==> src/rtl/pc_sequencer.sv <==
// Program counter owner and instruction fetch sequencer: issues fetches over a req/ready
// handshake, holds fetched instructions for decode, and applies branch/jump redirects.
module pc_sequencer #(
  parameter int unsigned           ADDR_W     = 32,
  parameter int unsigned           INSTR_W    = 32,
  parameter logic [ADDR_W-1:0]     RESET_ADDR = '0
) (
  input  logic               clk,
  input  logic               reset_n,
  output logic               imem_req,
  output logic [ADDR_W-1:0]  imem_addr,
  input  logic               imem_ready,
  input  logic [INSTR_W-1:0] imem_rdata,
  output logic               instr_valid,
  output logic [INSTR_W-1:0] instr_out,
  output logic [ADDR_W-1:0]  instr_pc,
  input  logic               stall,
  input  logic               branch_taken,
  input  logic [ADDR_W-1:0]  branch_target
);

  typedef enum logic [1:0] {StIdle, StReq, StValid} state_e;

  state_e             state_q, state_d;
  logic [ADDR_W-1:0]  pc_q, pc_d;
  logic               pend_q, pend_d;
  logic [ADDR_W-1:0]  pend_addr_q, pend_addr_d;
  logic [INSTR_W-1:0] instr_out_q, instr_out_d;
  logic [ADDR_W-1:0]  instr_pc_q, instr_pc_d;
  logic [ADDR_W-1:0]  target_aligned;

  // Redirect targets are always word aligned.
  assign target_aligned = branch_target & ~{{(ADDR_W-2){1'b0}}, 2'b11};

  always_ff @(posedge clk or negedge reset_n) begin
    if (!reset_n) begin
      state_q     <= StIdle;
      pc_q        <= RESET_ADDR;
      pend_q      <= 1'b0;
      pend_addr_q <= '0;
      instr_out_q <= '0;
      instr_pc_q  <= '0;
    end else begin
      state_q     <= state_d;
      pc_q        <= pc_d;
      pend_q      <= pend_d;
      pend_addr_q <= pend_addr_d;
      instr_out_q <= instr_out_d;
      instr_pc_q  <= instr_pc_d;
    end
  end

  always_comb begin
    state_d     = state_q;
    pc_d        = pc_q;
    pend_d      = pend_q;
    pend_addr_d = pend_addr_q;
    instr_out_d = instr_out_q;
    instr_pc_d  = instr_pc_q;
    case (state_q)
      StIdle: state_d = StReq;
      StReq: begin
        if (imem_ready) begin
          if (branch_taken || pend_q) begin
            // Returning data belongs to the old path; drop it and refetch.
            pc_d   = branch_taken ? target_aligned : pend_addr_q;
            pend_d = 1'b0;
          end else begin
            instr_out_d = imem_rdata;
            instr_pc_d  = pc_q;
            pc_d        = pc_q + ADDR_W'(4);
            state_d     = StValid;
          end
        end else if (branch_taken) begin
          // Address must stay stable until ready, so remember the redirect.
          pend_d      = 1'b1;
          pend_addr_d = target_aligned;
        end
      end
      StValid: begin
        if (branch_taken) begin
          pc_d    = target_aligned;
          state_d = StReq;
        end else if (!stall) begin
          state_d = StReq;
        end
      end
      default: state_d = StIdle;
    endcase
  end

  always_comb begin
    imem_req    = (state_q == StReq);
    imem_addr   = pc_q;
    instr_valid = (state_q == StValid);
    instr_out   = instr_out_q;
    instr_pc    = instr_pc_q;
  end

endmodule

==> config.mk <==
export PLATFORM = sky130hd
export DESIGN_NAME = pc_sequencer
export DESIGN_NICKNAME = d
export VERILOG_FILES = /design/src/rtl/pc_sequencer.sv
export SDC_FILE = /design/constraint.sdc
export NUM_CORES = 1
export LEC_CHECK = 0
export CORE_UTILIZATION = 45
export DETAILED_ROUTE_END_ITERATION = 6
export PLACE_DENSITY = 0.72
export REMOVE_ABC_BUFFERS = 1
export SLEW_MARGIN = 5
export SYNTH_ARGS = -nofsm -noshare
export SYNTH_HDL_FRONTEND = slang
export SYNTH_SLANG_ARGS = --single-unit
==> constraint.sdc <==
create_clock -name clk -period 4.73 [get_ports clk]
set_input_delay 0.946 -clock clk [delete_from_list [all_inputs] [get_ports clk]]
set_output_delay 0.946 -clock clk [all_outputs]
set_load 0.005 [all_outputs]
==> qor.txt <==
Max Fanout on Critical Path: 27
Average routed wire per standard cell: 17.7 µm
CP Class: in2reg
Fin crit share: 66.5%
Status: finished, final reports clean
Asr flop ratio synth: 100%
First-pass GRT wire length: 29100 µm
IO Pins: 167
Nature of the critical path endpoint: flip-flop
Nets: 905
1st-pass router iterations: 5
WP data required: 5.07 ns
Sw Share: 32.9%
Reg clk slew, reported paths: 0.05 ns
Clock Tree Root: clkbuf_16
Final setup fails: 0
Initial antenna violation count: 0
Clock sinks: 131
Die W: 120 µm
Dpl hpwl: 12400 µm
Leak Pwr: 3.80 nW
Hold crit path type: reg2reg
Pint: 0.00361 W
CTS resizes: 0
Synth area leader: dfrtp_1
P per Cell Area: 624 nW/µm²
Hold-fix buffers, CTS: 0
Die footprint: 14300 µm²
Fillers: 1131
Gr ovfl total: 0
Relative slew slack: 30.1%
Yosys reg bits: 131
Sequential Power Share: 39.0%
Max_cap viols: 0
Fin util: 64.6%
Crit-path slowest cell: clkdlybuf4s50_1
Unrepaired setup endpoints after global routing: false
CTS tree: yes
Commonest cells post-synth: nand2_1 (227), dfrtp_1 (131), clkbuf_1 (33), nor2_1 (33), mux2_2 (30)
Sw Pwr: 0.00177 W
Maximum vdd drop: 292 µV
Clock latency on the worst-skew pair: 0.41 ns
Post-Syn Area per Cell: 9.11 µm²
Synth unique cells: 64
Hold Path Depth: 2
Fin. max-slew vios: 0
Skew final: 0.00868 ns
Reg area: 3280 µm²
Syn-to-layout area delta: 38.4%
I/O Buffers: 164
Core ar.: 13300 µm²
Drt initial violations: 475
Synth top area share: 52.6%
Layout cells sized above 1: 9.69%
Data arrival, critical path: 3.49 ns
Period minus WS final: 3.15 ns
CP max stage delay: 0.67 ns
H-tree depth: 4
Antenna diodes: 0
Max clock buf depth: 2
Clock network fraction of design power: 24.3%
Post-CTS Setup Repair Bufs: 0
Setup TNS: 0 ns
Primary FF master, synth: dfrtp_1
Final WL: 18100 µm
Most common cell in the synthesized netlist: nand2_1
Combinational fraction of design power: 36.8%
Row count: 42
Initial Util: 46.7%
Final antenna-violating net count: 0
Multi-input logic area: 2740 µm²
Highest Clock Rate: 0.318 GHz
CP Launch Type: primary input
Routed via count: 5732
Measured slew at the worst slew-check pin: 1.04 ns
DRC errors left: 0
Final Hold Fails: 0
Largest net degree at the start of global routing: 108
Register area share after synthesis: 52.6%
Total CTS buffers: 17
Ranking of synthesized cells by area: dfrtp_1 (53%), nand2_1 (14%), mux2_2 (5.4%), o21ai_0 (2.1%), a21oi_1 (2.0%)
DIE HEIGHT: 120 µm
Gr usage total: 26.0%
EDFF count, synth: 0
Reg2reg path depth: 5
Routed vias/inst: 5.61
Post-Syn Area: 6230 µm²
Final GP Congestion: 0.832
Synth Warn #: 0
Mapped Cells: 684
Vias in the first global route: 5719
Crit path cell chain: clkdlybuf4s50_1 -> buf_4 -> or2_2 -> nor2_4 -> buf_4 -> nand2_1 -> nand2_1
==> layout make-up <==
type                       instances  area share (%)
clock buffer                      26            6.02
clock inverter                     4           0.813
inverter                          11           0.479
multi-input combinational        497            31.8
sequential                       131            38.0
tap                              176            2.55
timing repair buffer             177            20.3
==> cells by family (layout without fill, tap and decap cells) <==
group,after synthesis,count (layout),synth area share (%)
simple gates,336,336,23.2
flops,131,131,52.6
xor+xnor,11,11,1.55
compound gates,112,112,12.3
fa+ha+maj,1,1,0.201
mux,37,37,6.55
buf+inv,56,218,3.60
==> power by group through the flow <==
stage                     Sequential (W)  Clock [W]  Combinational [W]
final                            0.00210    0.00131            0.00198
after global routing             0.00217    0.00138            0.00217
after CTS                        0.00209    0.00132            0.00200
after detailed placement         0.00210          0            0.00198
after global placement           0.00206          0            0.00192
after floorplan                  0.00202          0           0.000832
==> worst max-delay path: cells and delay by family <==
family	cells	cell delay [ns]
buffers and inverters	3	1.38
AND/OR/NAND/NOR	4	1.14
==> per-layer routing <==
layer	GRT usage (%)	routed length, µm	up-vias
met3	5.23	1260	47
met1	34.0	7850	2763
met2	41.9	8520	273
met5	0	0	-
li1	-	-	2649
met4	11.6	447	0
==> stage by stage <==
stage | setup slack (ns) | power [W] | hold slack, ns | std cells | instance area, µm²
floorplan | 0.541 | 0.00285 | 0.465 | 639 | 6050
global placement | 1.21 | 0.00399 | 0.457 | 992 | 8030
detailed placement | 1.18 | 0.00409 | 0.462 | 992 | 8030
CTS | 1.61 | 0.00540 | 0.475 | 1022 | 8620
global route | 1.48 | 0.00572 | 0.493 | 1022 | 8620
finish | 1.58 | 0.00538 | 0.472 | 1022 | 8620
==> layout by cell type, fill, tap and decap left out, types with 5 or more instances in the layout <==
cell type / count
a21oi_1: 25
and2_1: 5
and3_1: 6
buf_4: 12
clkbuf_16: 17
clkbuf_8: 6
clkdlybuf4s50_1: 163
dfrtp_1: 131
inv_1: 11
mux2_2: 30
mux2i_1: 7
nand2_1: 226
nand3_1: 17
nand4_1: 8
nor2_1: 31
nor3_1: 14
o21ai_0: 25
xnor2_1: 8
==> final timing paths <==
check	start	to	slack (ns)
worst max register to register	pend_q	instr_out[29]	2.16
worst max-delay path	branch_taken	instr_out[29]	1.58
min in group asynchronous	reset_n	instr_out[20]	0.65
worst min register to register	instr_pc[15]	instr_pc[15]	0.47
max in group asynchronous	reset_n	imem_addr[28]	3.14
worst min-delay path	instr_pc[15]	instr_pc[15]	0.47
==> registers in the layout (all words and copies together), names as in the netlist <==
register / count
imem_addr: 32
pend_addr_q: 32
instr_out: 32
state_q: 2
instr_pc: 32
pend_q: 1
No activity file was read; power rests on OpenSTA's default activity.
